===== config.mk =====
export PLATFORM = sky130hd
export DESIGN_NAME = sc_stream_gen
export DESIGN_NICKNAME = d
export VERILOG_FILES = /design/src/rtl/sc_stream_gen.sv
export SDC_FILE = /design/constraint.sdc
export NUM_CORES = 2
export LEC_CHECK = 0
export ABC_AREA = 1
export CORE_AREA = 4 4 533 535
export DETAILED_ROUTE_END_ITERATION = 7
export DIE_AREA = 0 0 537 539
export PLACE_DENSITY = 0.31
export SYNTH_ARGS = -nofsm -noshare
export SYNTH_HDL_FRONTEND = slang
export SYNTH_SLANG_ARGS = --single-unit

===== constraint.sdc =====
create_clock -name clk -period 4.81 [get_ports clk]
set_input_delay 0.481 -clock clk [delete_from_list [all_inputs] [get_ports clk]]
set_output_delay 0.481 -clock clk [all_outputs]
set_load 0.01 [all_outputs]

===== src/rtl/sc_stream_gen.sv =====
// sc_stream_gen: turns every FIR delay-line tap (sfix8_En7) into a bipolar
// stochastic bitstream over a window of 2^WIDTH cycles, all taps compared
// against one shared full-period random sequence, and paces the delay line
// with one advance pulse per window.
module sc_stream_gen #(
  parameter int                 NTAPS     = 152,
  parameter int                 WIDTH     = 8,
  parameter logic [WIDTH-1:0]   LFSR_POLY = 8'hB8,
  parameter logic [WIDTH-1:0]   LFSR_SEED = 8'h01
) (
  input  logic                   clk,
  input  logic                   reset,
  input  logic                   en,
  input  logic [NTAPS*WIDTH-1:0] taps_flat,
  output logic                   sample_advance,
  output logic [NTAPS-1:0]       stream_out,
  output logic                   stream_valid,
  output logic                   window_last,
  output logic                   busy
);

  localparam logic [0:0]       IDLE    = 1'b0;
  localparam logic [0:0]       RUN     = 1'b1;
  localparam logic [WIDTH-1:0] CNT_MAX = '1;
  localparam logic [WIDTH-1:0] OFFSET  = {1'b1, {(WIDTH-1){1'b0}}};

  logic [0:0]       state_q, state_d;
  logic [WIDTH-1:0] cnt_q, cnt_d;
  logic [WIDTH-1:0] rng_q, rng_d;
  logic             adv_q, adv_d;
  logic             valid_q, valid_d;
  logic             last_q, last_d;
  logic [NTAPS-1:0] stream_q, stream_d;

  logic [WIDTH-1:0] rng_next;
  logic             fb;
  logic [NTAPS-1:0] raw;

  // de Bruijn extended LFSR: the zero-detect term splices 0 into the cycle
  always_comb begin
    fb       = (^(rng_q & LFSR_POLY)) ^ (rng_q[WIDTH-2:0] == '0);
    rng_next = {rng_q[WIDTH-2:0], fb};
  end

  // Offset-binary tap vs shared random value, one comparator per tap
  always_comb begin
    raw = '0;
    for (int unsigned i = 0; i < NTAPS; i++) begin
      raw[i] = (taps_flat[i*WIDTH +: WIDTH] ^ OFFSET) > rng_q;
    end
  end

  // Window sequencing; en is only looked at on window boundaries
  always_comb begin
    state_d = state_q;
    cnt_d   = cnt_q;
    rng_d   = rng_q;
    if (state_q == IDLE) begin
      if (en) begin
        state_d = RUN;
        cnt_d   = '0;
        rng_d   = LFSR_SEED;
      end
    end else begin
      cnt_d = cnt_q + 1'b1;
      rng_d = rng_next;
      if (cnt_q == CNT_MAX && !en) begin
        state_d = IDLE;
      end
    end
  end

  // Registered outputs; advance is pre-decoded so it coincides with cnt == max
  always_comb begin
    adv_d    = (state_d == RUN) && (cnt_d == CNT_MAX);
    valid_d  = (state_q == RUN);
    last_d   = (state_q == RUN) && (cnt_q == CNT_MAX);
    stream_d = (state_q == RUN) ? raw : stream_q;
  end

  // State and output flops, asynchronous active-high reset
  always_ff @(posedge clk or posedge reset) begin
    if (reset) begin
      state_q  <= IDLE;
      cnt_q    <= '0;
      rng_q    <= LFSR_SEED;
      adv_q    <= 1'b0;
      valid_q  <= 1'b0;
      last_q   <= 1'b0;
      stream_q <= '0;
    end else begin
      state_q  <= state_d;
      cnt_q    <= cnt_d;
      rng_q    <= rng_d;
      adv_q    <= adv_d;
      valid_q  <= valid_d;
      last_q   <= last_d;
      stream_q <= stream_d;
    end
  end

  assign sample_advance = adv_q;
  assign stream_out     = stream_q;
  assign stream_valid   = valid_q;
  assign window_last    = last_q;
  assign busy           = (state_q == RUN);

endmodule


# Word level (Yosys, flattened, before mapping)
# Index checks and enable logic that the tools add are counted.
word_totals:
  register_bits: 172
  in_bits: 1219
  out_inout_bits: 156
  word_cells: 329
classes:
  n_addsub: 1
  order_cmp: 152
  eq_ne: 2
  muxes: 7
  bitwise: 153
  reduce_logical: 7
ops:
  columns: ["op", "n"]
  rows:
  - ["$gt 8x8->1", 152]
  - ["$not 1->1", 152]
  - ["$mux 8", 4]
  - ["$eq 8x8->1 const B", 2]
  - ["$add 8x1->8 const B", 1]
  - ["$reduce_xor 8->1", 1]
  - ["$logic_not 7->1", 1]
  - ["$logic_and 1x1->1", 3]
  - ["$mux 1", 3]
  - ["$reduce_bool 2->1", 1]
  - ["$logic_not 1->1", 1]
  - ["$xor 1x1->1", 1]

# Longest topological paths before layout
logic_depth:
  depth_word: 5
  mapped_depth: 10
  ltp_nobuf: 10

# Worst setup path after synthesis
# OpenSTA, ideal clock, no wires.
synth_path:
  kind: "register to register"
  start: "register rng_q[3]"
  end: "register stream_q[124], in the netlist stream_out[124]"
  t_arrival_ns: 3.990
  t_required_ns: 4.687
  slack_ns: 0.697
  stages_incl_launch_ff: 8
  n_path_buf: 0
  synth_period_minus_slack_ns: 4.113
  cell_sequence: "dfrtp_1 > inv_1 > ha_1 > a21oi_1 > o21ai_0 > and2_0 > o21ai_0 > nand2_1"
synth_via:
  elab_chain_len: 1
synth_rtl:
  columns: ["item", "line_no", "rtl"]
  rows:
  - ["from (decl)", "29", "logic [WIDTH-1:0] rng_q, rng_d;"]
  - ["from (signal assigned)", "94", "rng_q <= rng_d;"]
  - ["$gt 8x8->1", "49", "raw[i] = (taps_flat[i*WIDTH +: WIDTH] ^ OFFSET) > rng_q;"]
  - ["to (signal assigned)", "98", "stream_q <= stream_d;"]
  - ["to (decl)", "33", "logic [NTAPS-1:0] stream_q, stream_d;"]
# Every way passes these cells.
# A chain may end at the register's enable or synchronous reset.

# Final worst setup path
layout_path:
  start: "register rng_q[3]"
  end: "register stream_q[93], in the netlist stream_out[93]"
# The elaborated chain is that of the path after synthesis.

==> metrics.log <==
INFO  metric routed_wirelength = 216 mm
INFO  metric cp_max_fo = 46
INFO  metric insertion_delay_to_the_later_sink_of_the_worst_skew_pair = 0.58 ns
INFO  metric design.portCount = 1375
INFO  metric cts_tree = done
INFO  metric detail_route.wl_per_cell = 22.3 um
INFO  metric htreeDepth = 4
INFO  metric run_status = finished, final reports clean
INFO  metric multi_input_area = 26700 sq um
INFO  metric areaGrowthSynthToFinish = 59.4%
INFO  metric ctsResizeCount = 0
INFO  metric post-dp-hpwl = 175 mm
INFO  metric worstReg2RegStart = rng_q[3]
INFO  metric n_fill_cell = 31200
INFO  metric final_design_area_no_fill = 53400 sq um
INFO  metric vias_per_cell = 3.81
INFO  metric critical-path-top-cell-by-count = nand2_1
INFO  metric global_route_wire_length_before_repair = 293 mm
INFO  metric nNetsFinal = 8309
INFO  metric post-synth-top-area-fraction = 45.5%
INFO  metric fin_worst_skew = 0.0478 ns
INFO  metric hold_viol_final = 0
INFO  metric pwr_density_cell = 439 nW/um^2
INFO  metric antenna_left = 0
INFO  metric dieHeight = 539 um
INFO  metric worst_hold_path_type = in2async
INFO  metric cts_max_path_buffers = 3
INFO  metric crit-reg2reg-capture = stream_out[93]
INFO  metric placement.cell_area = 52500 sq um
INFO  metric routed-via-count = 36800
INFO  metric finalMaxSlewViolations = 0
INFO  metric worst-endpoint-arrival = 3.33 ns
INFO  metric yosys-top-cells-area = ha_1 45%, dfrtp_1 13%, a21oi_1 9.5%, nand2_1 9.5%, inv_1 6.9%
INFO  metric grt_ovf = 0
INFO  metric timing.max_slew.rel_slack = 22.1%
INFO  metric global_placer_s_final_weighted_congestion = 0.838
INFO  metric cts_buffers = 25
INFO  metric antenna_found_initial = 149
INFO  metric timing.reg2reg.worst_path_depth = 8
INFO  metric post_cts.repair.setup_buffers = 0
INFO  metric most-common-layout-cells = 1374 x clkdlybuf4s50_1, 1218 x ha_1, 845 x nand2_1, 638 x a21oi_1, 609 x inv_1
INFO  metric netlist_instances = 4453
INFO  metric total_negative_slack = 0 ns
INFO  metric placeableCoreArea = 279000 sq um
INFO  metric clkSlewWorstSetupHoldPaths = 0.11 ns
INFO  metric placement_rows = 194
INFO  metric worst-slew-pin-transition = 1.17 ns
INFO  metric max_clock_freq = 352 MHz
INFO  metric area.sequential = 4310 sq um
INFO  metric avgSynthCellArea = 7.53 sq um
INFO  metric worst_setup_path_start_kind = flop
INFO  metric critPathKind = reg2reg
INFO  metric detail_route.first_pass.iterations = 5
INFO  metric sequential_area_share_after_synthesis = 12.8%
INFO  metric synth_largest_area_cell = ha_1
INFO  metric critical_path.startpoint = rng_q[3]
INFO  metric cts_root_buf = clkbuf_16
INFO  metric timing.critical_path.cells = inv_8, ha_1, a21oi_1, o21ai_0, nand2_1, nand3_1, nand2_1, nand2_1
INFO  metric synth_warnings = 0
INFO  metric post_cts_hold_buffer_count = 0
INFO  metric mostFrequentLayoutCell = clkdlybuf4s50_1
INFO  metric share_of_cells_above_drive_strength_1 = 1.67%
INFO  metric crit_path_top_delay_cell = a21oi_1
INFO  metric pin_count_of_the_biggest_net_entering_global_routing = 89
INFO  metric timing.critical_path.to_type = flop
INFO  metric unrepaired_setup_endpoints_after_global_routing = no
INFO  metric cap_violations = 0
INFO  metric critPathRequiredTime = 5.30 ns
INFO  metric effective_utilization_at_floorplan = 12.0%
INFO  metric drtIter0Drc = 1387
INFO  metric die_w = 537 um
INFO  metric max_stage_delay = 0.85 ns
INFO  metric grt_usage = 14.3%
INFO  metric drt_drc_violations_left = 0
INFO  metric static-leakage-power = 25.1 nW
INFO  metric worst_supply_voltage_drop_on_vdd = 466 uV
INFO  metric setup_viol = 0
INFO  metric period_share = 59.0%
INFO  metric worst-r2r-setup-slack = 1.97 ns
INFO  metric synth.net_count = 6890
INFO  metric clkSinkCount = 172
INFO  metric layout_min_cycle_time = 2.84 ns
INFO  metric yosys.cell_types.count = 26
INFO  metric buffer_ports.inserted = 1374
INFO  metric crit_path_end = stream_out[93]
INFO  metric grt_pass1_vias = 38000
INFO  metric post_synth_instance_area = 33500 sq um
INFO  metric ys_seq_elements = 172
INFO  metric dieArea = 289000 sq um
## flip-flops by register name, summed over array words and instances (netlist names)
name	count
busy	1
stream_valid	1
window_last	1
rng_q	8
cnt_q	8
stream_out	152
sample_advance	1
## through the flow
step / hold slack [ns] / setup slack, ns / total power, W / cells / utilization, %
after CTS: 0.257 / 1.90 / 0.0242 / 9602 / 19.1
final: 0.308 / 1.97 / 0.0235 / 9670 / 19.2
after global placement: 0.461 / 1.86 / 0.0216 / 9569 / 18.8
after detailed placement: 0.464 / 1.88 / 0.0217 / 9569 / 18.8
after floorplan: 0.510 / 0.697 / 0.0132 / 4453 / -
after global routing: 0.280 / 1.86 / 0.0266 / 9649 / 19.1
## cell families (layout without fill, tap and decap cells)
group,Yosys count,in the layout,synth area share (%)
adders and majority gates,1218,1218,45.5
DFF,172,172,12.8
AOI/OAI and AO/OA,955,955,14.8
and+or+nand+nor,1453,1453,19.4
xor gates and xnor gates,1,1,0.0261
other,0,68,0
buffers and inverters,654,2079,7.43
## area by class of cell
cell class | instances | share of cell area, %
multi-input cells | 3627 | 50.0
repair buffers | 1427 | 26.9
well taps | 3724 | 8.72
flip-flops and latches | 172 | 8.06
inverters | 619 | 4.47
clock buffers | 27 | 1.22
diodes | 68 | 0.318
clock inverters | 6 | 0.248
## synthesized netlist by cell type
library cell  count
dfstp_2           1
inv_2             1
nand3_1         139
clkinv_1          1
nand4_1         145
a21boi_0          1
nor2_2            1
or2_0             1
a31oi_1         111
ha_1           1218
clkbuf_1          7
a21oi_1         638
xnor2_1           1
buf_2            28
nor3_1           11
inv_1           617
dfrtp_1         171
nor2_1          172
o22ai_1           6
or2_2             1
o31ai_1           1
nand2_1         845
o21a_1           14
nand3b_1        128
o21ai_0         184
and2_0           10
## where the power goes
group          total, W  internal [W]  switching (W)  leakage (nW)
Clock           0.00218       0.00119       0.000992         0.383
Sequential      0.00291       0.00220       0.000703          2.04
Combinational    0.0184       0.00756         0.0108          22.6
Total            0.0235        0.0110         0.0125          25.1
## worst max-delay path, delay by kind of cell, from the launching register on
family                     cells  cell delay, ns
and+or+nand+nor                4            0.38
buffers and inverters          1            0.42
adders and majority gates      1            0.35
AOI/OAI and AO/OA              2            1.09
DFF                            1            0.45
## metal layers
layer | GRT usage (%) | routed length, um | vias to the layer above
li1 | - | - | 18600
met1 | 15.9 | 85800 | 16600
met2 | 24.4 | 102000 | 1132
met3 | 6.21 | 21500 | 291
met4 | 4.28 | 5260 | 160
met5 | 0.966 | 1010 | -
## how the worst min path moves through the flow
stage | from | end | slack (ns) | depth (start not counted)
after detailed placement | stream_out[76] | stream_out[76] | 0.46 | 2
after global routing | reset | stream_valid | 0.28 | 3
after CTS | reset | stream_out[93] | 0.26 | 3
after floorplan | cnt_q[7] | cnt_q[7] | 0.51 | 2
after global placement | stream_out[129] | stream_out[129] | 0.46 | 2
final | reset | stream_out[4] | 0.31 | 3
Power figures use the tool's default switching activity.
